### src/rtl/window_pkg.sv
// Shared definitions for the sliding-window generator: FSM encoding,
// default line-buffer addressing and the window bit-placement helper.
package window_pkg;

    typedef enum logic [1:0] {
        IDLE = 2'd0,
        RUN  = 2'd1,
        DONE = 2'd2
    } state_t;

    localparam int MAX_IMG_W_DEFAULT = 64;
    localparam int AW                = $clog2(MAX_IMG_W_DEFAULT);

    // Bit offset of window element (r,c); r=0 is the oldest row, c=0 the left column.
    function automatic int win_bit(input int r, input int c, input int kw, input int bw);
        return (r * kw + c) * bw;
    endfunction

endpackage

### src/rtl/window_gen_if.sv
// Stream bundle between the feature-map source, the window generator and
// the MAC array. The slave side is the window generator.
interface window_gen_if #(
    parameter int IF_BW = 8,
    parameter int KW    = 3,
    parameter int KH    = 3,
    parameter int PIXEL = 4
);
    localparam int DWIDTH = PIXEL * IF_BW;
    localparam int FWIDTH = IF_BW * KH * KW;

    logic [DWIDTH-1:0] s_data;
    logic              s_valid;
    logic              s_ready;
    logic [FWIDTH-1:0] m_fmap;
    logic              m_valid;
    logic              m_ready;

    modport slave (
        input  s_data, s_valid, m_ready,
        output s_ready, m_fmap, m_valid
    );

    modport master (
        output s_data, s_valid, m_ready,
        input  s_ready, m_fmap, m_valid
    );

endinterface

### src/rtl/window_gen_line_buffer.sv
// One image-row delay line. The read port returns the value stored at addr
// before this cycle's write lands, so a read and a write at the same column
// in one cycle behave as read-before-write.
module line_buffer
    import window_pkg::*;
#(
    parameter int DEPTH  = MAX_IMG_W_DEFAULT,
    parameter int WIDTH  = 8,
    parameter int ADDR_W = AW
) (
    input  logic              clk,
    input  logic              we,
    input  logic [ADDR_W-1:0] addr,
    input  logic [WIDTH-1:0]  wr_data,
    output logic [WIDTH-1:0]  rd_data
);

    logic [WIDTH-1:0] mem [DEPTH];

    assign rd_data = mem[addr];

    // Store the incoming pixel for the same column of the next row.
    always_ff @(posedge clk) begin
        if (we) begin
            mem[addr] <= wr_data;
        end
    end

endmodule

### src/rtl/window_gen.sv
// Sliding-window generator: unpacks PIXEL-wide beats to one pixel per cycle,
// keeps KH-1 previous rows in line buffers and emits a KHxKW window for each
// valid (unpadded) output position over a ready/valid stream.
module window_gen
    import window_pkg::*;
#(
    parameter int IF_BW     = 8,
    parameter int KW        = 3,
    parameter int KH        = 3,
    parameter int PIXEL     = 4,
    parameter int DWIDTH    = PIXEL * IF_BW,
    parameter int MAX_IMG_W = 64
) (
    input  logic                             clk,
    input  logic                             rst,
    input  logic                             i_run,
    input  logic [$clog2(MAX_IMG_W+1)-1:0]   i_img_w,
    input  logic [15:0]                      i_img_h,
    window_gen_if.slave                      bus,
    output logic                             o_busy,
    output logic                             o_done
);

    localparam int WW  = $clog2(MAX_IMG_W + 1);
    localparam int CAW = $clog2(MAX_IMG_W);
    localparam int TW  = WW + 16;
    localparam int LW  = (PIXEL > 1) ? $clog2(PIXEL) : 1;
    localparam int FW  = IF_BW * KH * KW;

    state_t             state_r;
    state_t             state_nx;
    logic [WW-1:0]      img_w_r;
    logic [TW-1:0]      total_pix_r;
    logic [TW-1:0]      in_pix_r;
    logic [TW-1:0]      adv_cnt_r;
    logic [CAW-1:0]     col_r;
    logic [15:0]        row_r;
    logic [DWIDTH-1:0]  beat_r;
    logic [LW-1:0]      lane_r;
    logic               full_r;
    logic               m_valid_r;
    logic [IF_BW-1:0]   win_r [KH][KW];

    logic               start_s;
    logic               pix_left_s;
    logic               in_left_s;
    logic               last_lane_s;
    logic               advance_s;
    logic               s_ready_s;
    logic               accept_s;
    logic               col_last_s;
    logic               win_pos_s;
    logic [IF_BW-1:0]   pix_s;
    logic [IF_BW-1:0]   lb_rd_s [KH-1];
    logic [IF_BW-1:0]   lb_wr_s [KH-1];
    logic [IF_BW-1:0]   tap_s   [KH];
    logic [FW-1:0]      fmap_s;

    assign start_s     = (state_r == IDLE) && i_run;
    assign pix_left_s  = (adv_cnt_r != total_pix_r);
    assign in_left_s   = (in_pix_r < total_pix_r);
    assign last_lane_s = (lane_r == LW'(PIXEL - 1));
    assign pix_s       = beat_r[int'(lane_r) * IF_BW +: IF_BW];
    assign col_last_s  = (WW'(col_r) == (img_w_r - WW'(1)));
    assign win_pos_s   = (row_r >= 16'(KH - 1)) && (col_r >= CAW'(KW - 1));
    assign accept_s    = bus.s_valid && s_ready_s;

    // Advance and input-ready decisions; s_ready depends on m_ready through the advance.
    always_comb begin
        advance_s = 1'b0;
        s_ready_s = 1'b0;
        if (state_r == RUN) begin
            advance_s = full_r && pix_left_s && (!m_valid_r || bus.m_ready);
            s_ready_s = in_left_s && (!full_r || (advance_s && last_lane_s));
        end else begin
            advance_s = 1'b0;
            s_ready_s = 1'b0;
        end
    end

    // FSM state register.
    always_ff @(posedge clk) begin
        if (rst) begin
            state_r <= IDLE;
        end else begin
            state_r <= state_nx;
        end
    end

    // FSM next state: finish once every pixel has advanced and no window is pending.
    always_comb begin
        state_nx = state_r;
        case (state_r)
            IDLE: begin
                if (i_run) begin
                    state_nx = RUN;
                end else begin
                    state_nx = IDLE;
                end
            end
            RUN: begin
                if (!pix_left_s && (!m_valid_r || bus.m_ready)) begin
                    state_nx = DONE;
                end else begin
                    state_nx = RUN;
                end
            end
            DONE:    state_nx = IDLE;
            default: state_nx = IDLE;
        endcase
    end

    // Frame dimensions, input/advance pixel counts and raster position.
    always_ff @(posedge clk) begin
        if (rst) begin
            img_w_r     <= '0;
            total_pix_r <= '0;
            in_pix_r    <= '0;
            adv_cnt_r   <= '0;
            col_r       <= '0;
            row_r       <= '0;
        end else if (start_s) begin
            img_w_r     <= i_img_w;
            total_pix_r <= TW'(i_img_w) * TW'(i_img_h);
            in_pix_r    <= '0;
            adv_cnt_r   <= '0;
            col_r       <= '0;
            row_r       <= '0;
        end else begin
            if (accept_s) begin
                in_pix_r <= in_pix_r + TW'(PIXEL);
            end
            if (advance_s) begin
                adv_cnt_r <= adv_cnt_r + TW'(1);
                if (col_last_s) begin
                    col_r <= '0;
                    row_r <= row_r + 16'd1;
                end else begin
                    col_r <= col_r + CAW'(1);
                end
            end
        end
    end

    // Unpacker: a new beat restarts at lane 0, each advance consumes one lane.
    always_ff @(posedge clk) begin
        if (rst) begin
            beat_r <= '0;
            lane_r <= '0;
            full_r <= 1'b0;
        end else if (start_s) begin
            lane_r <= '0;
            full_r <= 1'b0;
        end else if (accept_s) begin
            beat_r <= bus.s_data;
            lane_r <= '0;
            full_r <= 1'b1;
        end else if (advance_s) begin
            if (last_lane_s) begin
                lane_r <= '0;
                full_r <= 1'b0;
            end else begin
                lane_r <= lane_r + LW'(1);
            end
        end
    end

    // Line-buffer chain: the newest row enters the last buffer and ages toward buffer 0.
    for (genvar g = 0; g < KH - 1; g++) begin : g_lb
        if (g == KH - 2) begin : g_newest
            assign lb_wr_s[g] = pix_s;
        end else begin : g_older
            assign lb_wr_s[g] = lb_rd_s[g + 1];
        end

        line_buffer #(
            .DEPTH  (MAX_IMG_W),
            .WIDTH  (IF_BW),
            .ADDR_W (CAW)
        ) u_lb (
            .clk     (clk),
            .we      (advance_s),
            .addr    (col_r),
            .wr_data (lb_wr_s[g]),
            .rd_data (lb_rd_s[g])
        );
    end

    // Column taps entering the right edge of the window, oldest row first.
    always_comb begin
        tap_s[KH-1] = pix_s;
        for (int r = 0; r < KH - 1; r++) begin
            tap_s[r] = lb_rd_s[r];
        end
    end

    // Window shift register: shift left and load the taps into the right column.
    always_ff @(posedge clk) begin
        if (rst) begin
            for (int r = 0; r < KH; r++) begin
                for (int c = 0; c < KW; c++) begin
                    win_r[r][c] <= '0;
                end
            end
        end else if (advance_s) begin
            for (int r = 0; r < KH; r++) begin
                for (int c = 0; c < KW - 1; c++) begin
                    win_r[r][c] <= win_r[r][c + 1];
                end
                win_r[r][KW-1] <= tap_s[r];
            end
        end
    end

    // Output valid: set by an advance at a full-window position, cleared by a handshake.
    always_ff @(posedge clk) begin
        if (rst) begin
            m_valid_r <= 1'b0;
        end else if (start_s) begin
            m_valid_r <= 1'b0;
        end else if (advance_s && win_pos_s) begin
            m_valid_r <= 1'b1;
        end else if (bus.m_ready) begin
            m_valid_r <= 1'b0;
        end
    end

    // Pack the window registers into the flat output bus.
    always_comb begin
        fmap_s = '0;
        for (int r = 0; r < KH; r++) begin
            for (int c = 0; c < KW; c++) begin
                fmap_s[win_bit(r, c, KW, IF_BW) +: IF_BW] = win_r[r][c];
            end
        end
    end

    assign bus.m_fmap  = fmap_s;
    assign bus.m_valid = m_valid_r;
    assign bus.s_ready = s_ready_s;
    assign o_busy      = (state_r == RUN);
    assign o_done      = (state_r == DONE);

endmodule

### src/flat_wrapper.sv
// flat-port wrapper written by rule: the top's interface ports become plain ports
module window_gen_flat import window_pkg::*;
#(
    parameter int IF_BW     = 8,
    parameter int KW        = 3,
    parameter int KH        = 3,
    parameter int PIXEL     = 4,
    parameter int DWIDTH    = PIXEL * IF_BW,
    parameter int MAX_IMG_W = 64
)
  (clk, rst, i_run, i_img_w, i_img_h, o_busy, o_done, bus_s_data, bus_s_valid, bus_m_ready, bus_s_ready, bus_m_fmap, bus_m_valid);
  window_gen_if #(.IF_BW(IF_BW), .KW(KW), .KH(KH), .PIXEL(PIXEL)) bus_i ();
  input  logic clk;
  input  logic rst;
  input  logic i_run;
  input  logic [$clog2(MAX_IMG_W+1)-1:0] i_img_w;
  input  logic [15:0] i_img_h;
  output logic o_busy;
  output logic o_done;
  input wire logic [$bits(bus_i.s_data)-1:0] bus_s_data;
  input wire logic [$bits(bus_i.s_valid)-1:0] bus_s_valid;
  input wire logic [$bits(bus_i.m_ready)-1:0] bus_m_ready;
  output wire logic [$bits(bus_i.s_ready)-1:0] bus_s_ready;
  output wire logic [$bits(bus_i.m_fmap)-1:0] bus_m_fmap;
  output wire logic [$bits(bus_i.m_valid)-1:0] bus_m_valid;
  assign bus_i.s_data = bus_s_data;
  assign bus_i.s_valid = bus_s_valid;
  assign bus_i.m_ready = bus_m_ready;
  assign bus_s_ready = bus_i.s_ready;
  assign bus_m_fmap = bus_i.m_fmap;
  assign bus_m_valid = bus_i.m_valid;
  window_gen #(.IF_BW(IF_BW), .KW(KW), .KH(KH), .PIXEL(PIXEL), .DWIDTH(DWIDTH), .MAX_IMG_W(MAX_IMG_W)) u_core (.clk(clk), .rst(rst), .i_run(i_run), .i_img_w(i_img_w), .i_img_h(i_img_h), .bus(bus_i), .o_busy(o_busy), .o_done(o_done));
endmodule
### config.mk
export PLATFORM = sky130hd
export DESIGN_NAME = window_gen_flat
export DESIGN_NICKNAME = d
export VERILOG_FILES = /design/src/rtl/window_pkg.sv /design/src/rtl/window_gen_if.sv /design/src/rtl/window_gen_line_buffer.sv /design/src/rtl/window_gen.sv /design/src/flat_wrapper.sv
export SDC_FILE = /design/constraint.sdc
export NUM_CORES = 2
export LEC_CHECK = 0
export CAP_MARGIN = 20
export CORE_UTILIZATION = 40
export DETAILED_ROUTE_END_ITERATION = 10
export SLEW_MARGIN = 0
export SYNTH_ARGS = -nofsm -noshare
export SYNTH_HDL_FRONTEND = slang
export SYNTH_SLANG_ARGS = --single-unit
### constraint.sdc
create_clock -name clk -period 5.09 [get_ports clk]
set_clock_uncertainty 0.15 [all_clocks]
set_input_delay 1.018 -clock clk [delete_from_list [all_inputs] [get_ports clk]]
set_output_delay 1.018 -clock clk [all_outputs]
set_load 0.03 [all_outputs]
==> impl_summary.md <==
Run status
The flow ran to the end, and the final reports show no timing, DRC or antenna violations.

Critical path
The critical path arrival is ~5.3 ns. Along the worst path, the maximum fanout reaches 5. The internal reg-to-reg setup slack is between 1 and 1.5 ns. The critical path start-end classification is input port to register.

The kind of start point of the critical path is an input port. STA puts the critical path data required time at between 5 and 6 ns. The startpoint of the worst setup timing path is i_img_h[3]. The number of cells traversed by the worst register-to-register path is 5. The critical path endpoint is u_core.total_pix_r[21]$_SDFFE_PP0P_. The end of the worst register-to-register path is u_core.g_lb[0].u_lb.mem[14][3]$_DFFE_PP_.

The kind of end point of the critical path is a register.

Min path
The min-delay analysis places its worst path in the category register to register.

Timing
Setup repair after global routing could not meet its margin everywhere. The highest clock rate is around 0.20 GHz. The worst path uses 96.2% of the clock period. Setup slack on the critical path of the routed design comes to ~0.2 ns. For the pin with the worst max-slew slack, the measured transition is roughly 1.1 ns. The clock period minus final worst setup slack is 4.89 ns. The tightest slew margin relative to the limit is roughly 28%. The number of pins with negative max-slew slack in the final report is 0.

The hold violation count in the final report was 0. Setup violations remaining at the end of the flow were counted as 0. Setup total negative slack on the finished layout was measured at 0 ns.

Flow run
The tool flagged a number of max-cap violations equal to 0.

Power
The clock network accounts for 37.4% of the total power. The power density of the placed cells is between 300 and 400 nW/um^2. For this design the total switching power over the nets is approximately 5.7 mW. The switching part of the total power is 24.3%. The worst-case IR drop observed on VDD is between 0.0002 and 0.0003 V.

The internal power is between 15 and 20 mW. The relative contribution of combinational cells to total power is between 10 and 15%. Sequential cells burn 48.6% of the power. The leakage power total is 20.1 nW. The post-route total power is roughly 23 mW.

Synth
The synthesized area divided by synthesized cell count is between 15 and 20 sq um. During synthesis, Yosys emitted a total of 0 warnings. The largest total area in the synthesized netlist belongs to edfxtp_1. By count the netlist is led by edfxtp_1 (1096), mux4_2 (321), nor2_1 (199). Ranked by total cell area, the synthesized netlist is headed by edfxtp_1 (63%), mux4_2 (14%), dfxtp_1 (5.4%). The cell count after synthesis is between 2000 and 3000. Among all flip-flop cells after synthesis, the most frequent one is edfxtp_1. In this run, synthesis inferred 1096 flip-flops with an integrated enable.

The net count of the mapped netlist is between 3000 and 4000. The count of distinct cell types in the synthesized netlist is 59. The synthesized netlist occupies a cell area of roughly 52000 sq um. The fraction of synthesis flops using an asynchronous set or reset pin is 0%. By instance count, the leading cell after synthesis is edfxtp_1. Synthesis inferred approximately 1200 register bits. The fraction of post-synthesis cell area in the top cell type by area is between 60% and 70%. The sequential cell area fraction in the yosys report is 68.8%.

Die
The cell row count is 131. The die covers about 130000 sq um. The vertical die dimension is 362 um. The initial core utilization is around two fifths. Measured along the x axis, the die boundary spans between 300 and 400 um.

Pin placement for this block handled 136 I/O pins. The total area inside the core boundary comes to between 100000 and 150000 sq um.

Routing
In this run, the number of DRC markers left after iteration 0 of detailed routing was 2670. The number of remaining DRC errors is 0. The via density per instance is between 5 and 6.

After detailed routing, the average wire length per cell comes to approximately 25 um. The number of vias in the routed layout is 27487. The final layout contains routed wiring with a total length of 126000 um. The pre-antenna-repair detailed-routing pass consisted of 5 iterations. The post-detailed-route count of antenna-violating nets is 0.

Placed design
OpenSTA, run right after detailed placement, puts the worst setup slack at -0.942 ns. After detailed placement, the total cell area comes to approximately 57000 sq um. The total of buffers placed on input and output ports is roughly 140. The congestion estimate from routability-driven global placement came to around 0.8. Detailed placement ended at an HPWL of roughly 79000 um.

Clock network
TritonCTS built the clock tree. After clock tree synthesis, the clock-pin slew on the worst setup and hold paths is 0.06 ns. The sink count of the clock tree is 1236.

The number of hold buffers added after CTS was 0. The number of buffers on the longest clock path is 3. The number of clock buffers added by TritonCTS is ~120. The root buffer cell chosen for the clock tree is clkbuf_16. For the worst-skew pair, the clock arrives at the later sink with an insertion delay of a little over 0.7 ns. The depth of the CTS H-tree is 3.

Global route
The first global-routing pass estimated around 190000 um of wire. The pin count of the biggest net entering global routing is 66. The aggregate global routing overflow is 0. The number of global-route vias before repair was about 29000. The initial antenna violation count was 5. Global routing used approximately 19% of the available tracks across all layers.

Final layout
The post-layout utilization of the core is between 40% and 50%. The fraction of layout instances using a drive strength above 1 is about a quarter. The area growth from synthesis to layout is 16.9%. After the last flow step, the layout net total stands at approximately 3400. The final instance area is between 60000 and 70000 sq um.
-- placed cells by master, fill, tap and decap left out, types with 82 or more instances in the layout --
cell type / instances
dfxtp_1: 136
nor2_1: 198
and2_1: 143
edfxtp_1: 1096
clkbuf_16: 121
buf_4: 205
mux4_2: 321
inv_1: 102
clkdlybuf4s50_1: 115
nand2_1: 82
-- power groups by stage --
stage               registers, mW  logic, mW  clock network [mW]
detailed placement           11.6       3.12                   0
global route                 11.4       3.59                9.29
global placement             11.6       3.05                   0
floorplan                    11.6       1.90                   0
CTS                          11.4       3.21                8.90
finish                       11.4       3.25                8.75
-- cell families (layout without fill, tap and decap cells) --
group | count (synthesis) | count (layout) | share of synthesized area, %
other | 0 | 2 | 0
flip-flops | 1236 | 1236 | 68.8
AND/OR/NAND/NOR | 598 | 598 | 5.85
XOR/XNOR | 91 | 91 | 1.54
buffers and inverters | 243 | 688 | 1.99
AO/OA/AOI/OAI | 161 | 161 | 2.06
adder cells (fa/ha/maj) | 139 | 139 | 4.35
multiplexers | 398 | 398 | 15.4
-- how the worst min path moves through the flow --
| stage | slack, ns | end | cells past startpoint | start |
|---|---|---|---|---|
| floorplan | 0.30 | u_core.state_r[0]$_SDFF_PP0_ | 1 | u_core.state_r[0]$_SDFF_PP0_ |
| global placement | 0.32 | u_core.beat_r[24]$_SDFFE_PP0P_ | 2 | u_core.beat_r[24]$_SDFFE_PP0P_ |
| detailed placement | 0.33 | u_core.beat_r[7]$_SDFFE_PP0P_ | 2 | u_core.beat_r[7]$_SDFFE_PP0P_ |
| CTS | 0.35 | u_core.beat_r[7]$_SDFFE_PP0P_ | 2 | u_core.beat_r[7]$_SDFFE_PP0P_ |
| global route | 0.38 | u_core.beat_r[1]$_SDFFE_PP0P_ | 2 | u_core.beat_r[1]$_SDFFE_PP0P_ |
| finish | 0.34 | u_core.beat_r[26]$_SDFFE_PP0P_ | 2 | u_core.beat_r[26]$_SDFFE_PP0P_ |
-- metal layers --
metal / vias to the layer above / part of all wire [%] / GRT usage, % / wire (um)
met5: - / 0.021 / 0 / 27
li1: 11901 / - / - / -
met2: 835 / 50 / 33.1 / 63600
met3: 154 / 5.9 / 3.23 / 7470
met1: 14593 / 42 / 26.0 / 53000
met4: 4 / 1.7 / 3.89 / 2150
-- repair_timing --
item                                    in CTS  in global routing
endpoints found under the hold margin        0                  0
setup buffers                               12                  6
endpoints found under the setup margin       7                  8
gates resized for setup                     22                 59
gates cloned                                 1                  0
pin swaps                                   16                 20
-- through the flow --
stage,std cells,hold WS (ns)
floorplan,2866,0.302
global placement,4797,0.318
detailed placement,4799,0.332
CTS,5033,0.347
global route,5040,0.377
finish,5042,0.342
-- critical path, stage by stage --
cell      delay [ns]
clkbuf_2        0.13
and2_4          0.17
fa_1            0.52
inv_2           0.05
fa_1            0.55
inv_2           0.04
fa_1            0.51
inv_2           0.04
fa_1            0.52
inv_2           0.05
ha_4            0.15
buf_4           0.13
o21ai_1         0.11
a21oi_1         0.09
a41o_1          0.29
a211oi_2        0.27
o21ai_2         0.09
a311o_1         0.34
xnor2_1         0.14
o22ai_1         0.08
-- flip-flops by register name, summed over array words and instances, names as in the netlist, named ones only --
name and cells:
u_core.adv_cnt_r 23, u_core.in_pix_r 21, u_core.lane_r 2, u_core.bus.m_valid 1, u_core.g_lb.u_lb.mem 1024, u_core.col_r 6, u_core.full_r 1, u_core.win_r 72
u_core.img_w_r 7, u_core.row_r 16, u_core.state_r 2, u_core.beat_r 32, u_core.total_pix_r 23
-- final cells by class --
class | count | area, sq um
multi-input cells | 1387 | 15300
flip-flops and latches | 1236 | 35700
repair buffers | 357 | 3180
clock buffers | 142 | 3140
well taps | 1729 | 2160
fillers | 10774 | 67500
clock inverters | 80 | 743
diodes | 2 | 5.00
inverters | 109 | 409
(Power assumes the default switching activity.)
